### config.mk
export PLATFORM = sky130hd
export DESIGN_NAME = act_array_pipe_flat
export DESIGN_NICKNAME = d
export VERILOG_FILES = /design/src/rtl/act_array_pipe_if.sv /design/src/rtl/act_array_pipe.sv /design/src/flat_wrapper.sv
export SDC_FILE = /design/constraint.sdc
export NUM_CORES = 2
export LEC_CHECK = 0
export CELL_PAD_IN_SITES_DETAIL_PLACEMENT = 1
export CELL_PAD_IN_SITES_GLOBAL_PLACEMENT = 2
export CORE_ASPECT_RATIO = 1.75
export CORE_MARGIN = 2
export CORE_UTILIZATION = 46
export CTS_BUF_LIST = sky130_fd_sc_hd__clkbuf_8
export DETAILED_ROUTE_END_ITERATION = 8
export DONT_BUFFER_PORTS = 1
export GPL_ROUTABILITY_DRIVEN = 1
export MAX_ROUTING_LAYER = met4
export PLACE_DENSITY_LB_ADDON = 0.2
export SETUP_SLACK_MARGIN = 0.4
export SLEW_MARGIN = 20
export SYNTH_ARGS = -nofsm -noshare
export SYNTH_HDL_FRONTEND = slang
export SYNTH_SLANG_ARGS = --single-unit
### constraint.sdc
create_clock -name clk -period 6 [get_ports clk]
set_clock_uncertainty 0.05 [all_clocks]
set_input_delay 0.6 -clock clk [delete_from_list [all_inputs] [get_ports clk]]
set_output_delay 0.6 -clock clk [all_outputs]
set_load 0.01 [all_outputs]
### src/rtl/act_array_pipe_if.sv
// Handshake and configuration bundle between the accumulator array, the
// activation stage and the pooling stage. One bit/element per lane.
interface act_array_pipe_if #(
    parameter int NUM_CH    = 16,
    parameter int IN_WIDTH  = 16,
    parameter int OUT_WIDTH = 8,
    parameter int SHIFT_W   = 4
);
    logic [1:0]                       cfg_mode;
    logic [SHIFT_W-1:0]               cfg_shift;
    logic [OUT_WIDTH-2:0]             cfg_clip;

    logic [NUM_CH-1:0]                acc_valid;
    logic [NUM_CH-1:0]                acc_last;
    logic [NUM_CH-1:0][IN_WIDTH-1:0]  acc_result;
    logic [NUM_CH-1:0]                acc_ready;

    logic [NUM_CH-1:0]                act_valid;
    logic [NUM_CH-1:0]                act_last;
    logic [NUM_CH-1:0][OUT_WIDTH-1:0] act_result;
    logic [NUM_CH-1:0]                pool_ready;

    logic [NUM_CH-1:0]                busy;

    modport master (
        output cfg_mode, cfg_shift, cfg_clip,
        output acc_valid, acc_last, acc_result, pool_ready,
        input  acc_ready, act_valid, act_last, act_result, busy
    );

    modport slave (
        input  cfg_mode, cfg_shift, cfg_clip,
        input  acc_valid, acc_last, acc_result, pool_ready,
        output acc_ready, act_valid, act_last, act_result, busy
    );
endinterface

### src/rtl/act_array_pipe.sv
// NUM_CH independent requantize + activation lanes, two register stages each,
// valid/ready on both sides and per-packet configuration capture.
module act_array_pipe #(
    parameter int NUM_CH    = 16,
    parameter int IN_WIDTH  = 16,
    parameter int OUT_WIDTH = 8,
    parameter int SHIFT_W   = 4
) (
    input logic             clk,
    input logic             rst,
    act_array_pipe_if.slave bus
);

    typedef enum logic {
        IDLE,
        PKT
    } state_t;

    typedef enum logic [1:0] {
        MODE_BYPASS,
        MODE_RELU,
        MODE_CLIP,
        MODE_LEAKY
    } act_mode_t;

    localparam logic signed [IN_WIDTH-1:0] SAT_MAX = IN_WIDTH'((2 ** (OUT_WIDTH - 1)) - 1);
    localparam logic signed [IN_WIDTH-1:0] SAT_MIN = IN_WIDTH'(-(2 ** (OUT_WIDTH - 1)));

    // Activation followed by saturation to the signed output range.
    function automatic logic [OUT_WIDTH-1:0] activate(
        input logic signed [IN_WIDTH-1:0] y,
        input act_mode_t                  mode,
        input logic [OUT_WIDTH-2:0]       clip
    );
        logic signed [IN_WIDTH-1:0] a;
        logic signed [IN_WIDTH-1:0] clip_ext;
        clip_ext = $signed({{(IN_WIDTH - OUT_WIDTH + 1){1'b0}}, clip});
        unique case (mode)
            MODE_BYPASS: a = y;
            MODE_RELU:   a = y[IN_WIDTH-1] ? '0 : y;
            MODE_CLIP:   a = y[IN_WIDTH-1] ? '0 : ((y > clip_ext) ? clip_ext : y);
            default:     a = y[IN_WIDTH-1] ? (y >>> 3) : y;
        endcase
        if (a > SAT_MAX) begin
            a = SAT_MAX;
        end else if (a < SAT_MIN) begin
            a = SAT_MIN;
        end
        return a[OUT_WIDTH-1:0];
    endfunction

    for (genvar l = 0; l < NUM_CH; l++) begin : g_lane
        state_t                      state_q;
        state_t                      state_d;

        act_mode_t                   mode_q;
        logic [SHIFT_W-1:0]          shift_q;
        logic [OUT_WIDTH-2:0]        clip_q;

        logic                        s1_v;
        logic                        s1_last;
        logic signed [IN_WIDTH-1:0]  s1_data;
        act_mode_t                   s1_mode;
        logic [OUT_WIDTH-2:0]        s1_clip;

        logic                        s2_v;
        logic                        s2_last;
        logic [OUT_WIDTH-1:0]        s2_data;

        logic                        s2_free;
        logic                        s1_load;
        logic                        ready;
        logic                        accept;
        logic signed [IN_WIDTH-1:0]  x;

        logic                        cfg_load;
        act_mode_t                   beat_mode;
        logic [SHIFT_W-1:0]          beat_shift;
        logic [OUT_WIDTH-2:0]        beat_clip;
        logic                        lane_busy;

        // S2 can take a beat when empty or when its beat leaves this cycle.
        assign s2_free = !s2_v || bus.pool_ready[l];
        assign s1_load = !s1_v || s2_free;
        assign ready   = rst && s1_load;
        assign accept  = bus.acc_valid[l] && ready;
        assign x       = bus.acc_result[l];

        // NOTE: sequential state uses non-blocking assignments so every flop
        // samples pre-edge values regardless of process evaluation order.
        always_ff @(posedge clk or negedge rst) begin
            if (!rst) begin
                state_q <= IDLE;
            end else begin
                state_q <= state_d;
            end
        end

        // NOTE: each combinational output gets a default first so no path
        // leaves it unassigned, which would otherwise infer a latch.
        always_comb begin
            state_d = state_q;
            if (accept) begin
                state_d = bus.acc_last[l] ? IDLE : PKT;
            end
        end

        // In IDLE the live configuration applies to the opening beat.
        always_comb begin
            cfg_load   = accept && (state_q == IDLE);
            beat_mode  = mode_q;
            beat_shift = shift_q;
            beat_clip  = clip_q;
            if (state_q == IDLE) begin
                beat_mode  = act_mode_t'(bus.cfg_mode);
                beat_shift = bus.cfg_shift;
                beat_clip  = bus.cfg_clip;
            end
            lane_busy = (state_q == PKT) || s1_v || s2_v;
        end

        always_ff @(posedge clk or negedge rst) begin
            if (!rst) begin
                mode_q  <= MODE_BYPASS;
                shift_q <= '0;
                clip_q  <= '0;
            end else if (cfg_load) begin
                mode_q  <= act_mode_t'(bus.cfg_mode);
                shift_q <= bus.cfg_shift;
                clip_q  <= bus.cfg_clip;
            end
        end

        // Mode and clip ride with the beat so a new packet can start while
        // the previous packet's tail is still in S1.
        always_ff @(posedge clk or negedge rst) begin
            if (!rst) begin
                s1_v    <= 1'b0;
                s1_last <= 1'b0;
                s1_data <= '0;
                s1_mode <= MODE_BYPASS;
                s1_clip <= '0;
            end else if (s1_load) begin
                s1_v    <= accept;
                s1_last <= bus.acc_last[l];
                s1_data <= x >>> beat_shift;
                s1_mode <= beat_mode;
                s1_clip <= beat_clip;
            end
        end

        always_ff @(posedge clk or negedge rst) begin
            if (!rst) begin
                s2_v    <= 1'b0;
                s2_last <= 1'b0;
                s2_data <= '0;
            end else if (s2_free) begin
                s2_v    <= s1_v;
                s2_last <= s1_last;
                s2_data <= activate(s1_data, s1_mode, s1_clip);
            end
        end

        assign bus.acc_ready[l]  = ready;
        assign bus.act_valid[l]  = s2_v;
        assign bus.act_last[l]   = s2_last;
        assign bus.act_result[l] = s2_data;
        assign bus.busy[l]       = lane_busy;
    end

endmodule

### src/flat_wrapper.sv
// flat-port wrapper written by rule: the top's interface ports become plain ports
module act_array_pipe_flat 
#(
    parameter int NUM_CH    = 16,
    parameter int IN_WIDTH  = 16,
    parameter int OUT_WIDTH = 8,
    parameter int SHIFT_W   = 4
)
  (clk, rst, bus_cfg_mode, bus_cfg_shift, bus_cfg_clip, bus_acc_valid, bus_acc_last, bus_acc_result, bus_pool_ready, bus_acc_ready, bus_act_valid, bus_act_last, bus_act_result, bus_busy);
  act_array_pipe_if #(.NUM_CH(NUM_CH), .IN_WIDTH(IN_WIDTH), .OUT_WIDTH(OUT_WIDTH), .SHIFT_W(SHIFT_W)) bus_i ();
  input logic clk;
  input logic rst;
  input wire logic [$bits(bus_i.cfg_mode)-1:0] bus_cfg_mode;
  input wire logic [$bits(bus_i.cfg_shift)-1:0] bus_cfg_shift;
  input wire logic [$bits(bus_i.cfg_clip)-1:0] bus_cfg_clip;
  input wire logic [$bits(bus_i.acc_valid)-1:0] bus_acc_valid;
  input wire logic [$bits(bus_i.acc_last)-1:0] bus_acc_last;
  input wire logic [$bits(bus_i.acc_result)-1:0] bus_acc_result;
  input wire logic [$bits(bus_i.pool_ready)-1:0] bus_pool_ready;
  output wire logic [$bits(bus_i.acc_ready)-1:0] bus_acc_ready;
  output wire logic [$bits(bus_i.act_valid)-1:0] bus_act_valid;
  output wire logic [$bits(bus_i.act_last)-1:0] bus_act_last;
  output wire logic [$bits(bus_i.act_result)-1:0] bus_act_result;
  output wire logic [$bits(bus_i.busy)-1:0] bus_busy;
  assign bus_i.cfg_mode = bus_cfg_mode;
  assign bus_i.cfg_shift = bus_cfg_shift;
  assign bus_i.cfg_clip = bus_cfg_clip;
  assign bus_i.acc_valid = bus_acc_valid;
  assign bus_i.acc_last = bus_acc_last;
  assign bus_i.acc_result = bus_acc_result;
  assign bus_i.pool_ready = bus_pool_ready;
  assign bus_acc_ready = bus_i.acc_ready;
  assign bus_act_valid = bus_i.act_valid;
  assign bus_act_last = bus_i.act_last;
  assign bus_act_result = bus_i.act_result;
  assign bus_busy = bus_i.busy;
  act_array_pipe #(.NUM_CH(NUM_CH), .IN_WIDTH(IN_WIDTH), .OUT_WIDTH(OUT_WIDTH), .SHIFT_W(SHIFT_W)) u_core (.clk(clk), .rst(rst), .bus(bus_i));
endmodule
==> results.md <==
* First-pass GRT wire length at 253000 um
* Post-Route WL at 162000 um
* Synthesized Nets at 5694
* Kind of end point of the critical path: primary output
* Critical path's most frequent cell: buf_16
* Overall Global Routing Usage at 29.2%
* DP Area at 51800 um2
* CP Max Fanout at 148
* FF+latch area at 20400 um2
* HP Class: in2reg
* Initial detailed-routing violation count at 2069
* Crit path largest cell delay at 0.76 ns
* Total Nets Final at 5597
* Die width at 256 um
* Pleak at 25.4 nW
* Post-synthesis async set-or-reset flop share at 100%
* Largest net degree at the start of global routing at 865
* TritonCTS Buffers at 136
* Vias in the first global route at 43500
* Count of final setup violators at 0
* Synth cell count leaders: 872 x mux2i_1, 816 x dfrtp_1, 644 x nand2_1
* Most frequent cell after synthesis: mux2i_1
* Final core occ at 51.1%
* Num ports at 511
* Max VDD drop at 0.000208 V
* Placed insts at 6398
* PnR worst setup slack at 1.68 ns
* Core Region at 110000 um2
* Synth top area share at 40.0%
* #FFs+latches synth at 816
* Post-Syn Instances at 5263
* Hold_sp: bus_acc_result[255]
* Final instance area at 56100 um2
* H-Tree Depth at 4
* Fmax at 232 MHz
* Crit path required time at 5.35 ns
* Share of cells above drive strength 1 at 13.5%
* Via density per instance at 5.97
* GRT overflow at 0
* Die area at 114000 um2
* Post-route ant nets at 0
* Crit path DAT at 3.67 ns
* Via count at 40300
* RSZ-0062 raised after global routing: no
* Initial antenna violation count at 14
* Total power divided by cell area at 382 nW/um2
* Syn Area/Cell at 9.69 um2
* Cell variety after synth at 84
* Setup TNS at 0 ns
* Final std cells w/o fill at 6750
* Initial Util at 46.4%
* CTS tree: done
* Count of final max-slew check failures at 0
* Area of the multi-input gates at 28300 um2
* Number of flops mapped to enable cells by yosys at 0
* Status: complete, no violations
* GP Congestion at 0.886
* Crit path max-delay cell type: dlygate4sd3_1
* Final Hold Vio Count at 0
* Fillcell total at 12200
* Hpwl dp at 113000 um
* Reg clk slew, reported paths at 0.07 ns
* Synth area leader: dfrtp_1
* Hold_ws at 0.118 ns
* Crit path launch: rst
* Synth warn at 0
* R2R Path Start: u_core.g_lane[0].s2_v
* Row count at 161
* # Post-CTS Setup Buffers at 0
* Clock Path Buffers at 3
* Period utilisation layout at 71.9%
* CTS Sinks at 816
* CP Launch Type: input pin
* DRT Pass-1 Iters at 5
* Hold_buf cts at 89
* Cell Chain, Critical Path: dlygate4sd3_1 -> buf_16 -> buf_16 -> buf_16 -> and2_1
* Max-cap violations at 0
* Routed len/inst at 24.0 um
* Worst slew pin tran at 1.09 ns
* Overall Power at 21.4 mW
* CTS root buffer: clkbuf_8
* Crit path kind: in2out
* Clock latency on the worst-skew pair at 0.84 ns
* Syn Std Cell Area at 51000 um2
* Die height at 445 um
* Min cycle time layout at 4.32 ns
* Synth Flop Type: dfrtp_1
* Synth area leaders: dfrtp_1 40%, mux2i_1 17%, mux2_2 5.9%, nand2_1 4.7%, o21ai_0 3.7%
* # resized after CTS at 0
* Post-route DRC violation count at 0
* Setup WS pre-CTS at 2.86 ns
* Port buffer count at 0
* Rel. slew slack at 27.3%
* Syn-to-layout area delta at 10.1%
* Sequential area share after synthesis at 40.0%
==> final cells by class <==
| type | count | area share [%] |
|---|---|---|
| antenna | 11 | 0.0490 |
| clock buffer | 175 | 4.29 |
| clock inverter | 69 | 0.952 |
| inverter | 170 | 1.14 |
| multi-input combinational | 3856 | 50.5 |
| sequential | 816 | 36.4 |
| tap | 1467 | 3.27 |
| timing repair buffer | 186 | 3.46 |
==> registers in the layout, summed over array words and instances, names as in the netlist <==
register	count
u_core.g_lane.s1_last	16
u_core.g_lane.s2_data	128
u_core.g_lane.state_q	16
u_core.g_lane.mode_q	32
u_core.g_lane.s2_v	16
u_core.g_lane.s1_data	256
u_core.g_lane.s1_mode	32
u_core.g_lane.shift_q	64
u_core.g_lane.s1_v	16
u_core.g_lane.s2_last	16
u_core.g_lane.s1_clip	112
u_core.g_lane.clip_q	112
==> routing by layer <==
layer,vias to the layer above,track usage (%),part of all wire [%]
li1,18800,-,-
met1,20200,30.1,37
met2,880,52.4,52
met3,349,7.56,5.9
met4,0,12.2,4.3
met5,-,-,0
==> cell usage in the layout (no fill, tap or decap), types with 19 or more instances in the layout <==
cell,netlist,final
dlygate4sd3_1,0,78
mux2_2,269,269
inv_1,170,200
nand4_1,25,25
and2_1,47,48
a21oi_1,136,136
and3_1,22,22
buf_4,75,89
o21ai_0,379,379
dfrtp_1,816,816
a22oi_1,34,34
clkbuf_8,0,175
nand3_1,95,95
nor2_1,313,302
nor2b_1,47,46
a222oi_1,19,19
o22ai_1,42,42
a21o_1,104,104
nor3_1,41,41
nand2b_1,50,50
clkinv_2,0,22
mux2i_2,16,35
or3_1,21,21
o211ai_1,51,51
a211oi_1,110,110
a31oi_1,64,64
ha_1,112,112
nand2_1,644,644
mux2i_1,872,839
mux4_2,34,34
o22a_1,21,21
==> worst max-delay path: cells and delay by family <==
family | cells | cell delay, ns
and+or+nand+nor | 1 | 0.34
buffers and inverters | 4 | 2.24
==> path summary, 6_finish.rpt <==
kind	to	slack (ns)	depth (start not counted)
worst max-delay path	bus_acc_ready[10]	1.68	5
worst min-delay path	u_core.g_lane[15].s1_data[5]	0.12	3
worst max register to register	u_core.g_lane[0].state_q	2.95	6
worst min register to register	u_core.g_lane[8].s1_last	0.42	2
max in group asynchronous	u_core.g_lane[4].s1_data[9]	3.48	4
min in group asynchronous	u_core.g_lane[7].s1_data[14]	0.47	2
==> kinds of logic after synthesis <==
logic type	after synthesis	share of synthesized area, %
AND/OR/NAND/NOR	1403	12.5
multiplexers	1191	25.0
AO/OA/AOI/OAI	1146	14.7
flip-flops	816	40.0
buffers and inverters	591	4.96
adder cells (fa/ha/maj)	112	2.75
XOR/XNOR	4	0.0687
==> power by group <==
part	switching, mW	leakage [nW]	internal [mW]
Combinational	3.69	14.2	3.26
Sequential	2.07	9.56	7.00
Clock	2.44	1.63	2.97
Total	8.20	25.4	13.2
Note: power is estimated with default switching activity, not from simulation.
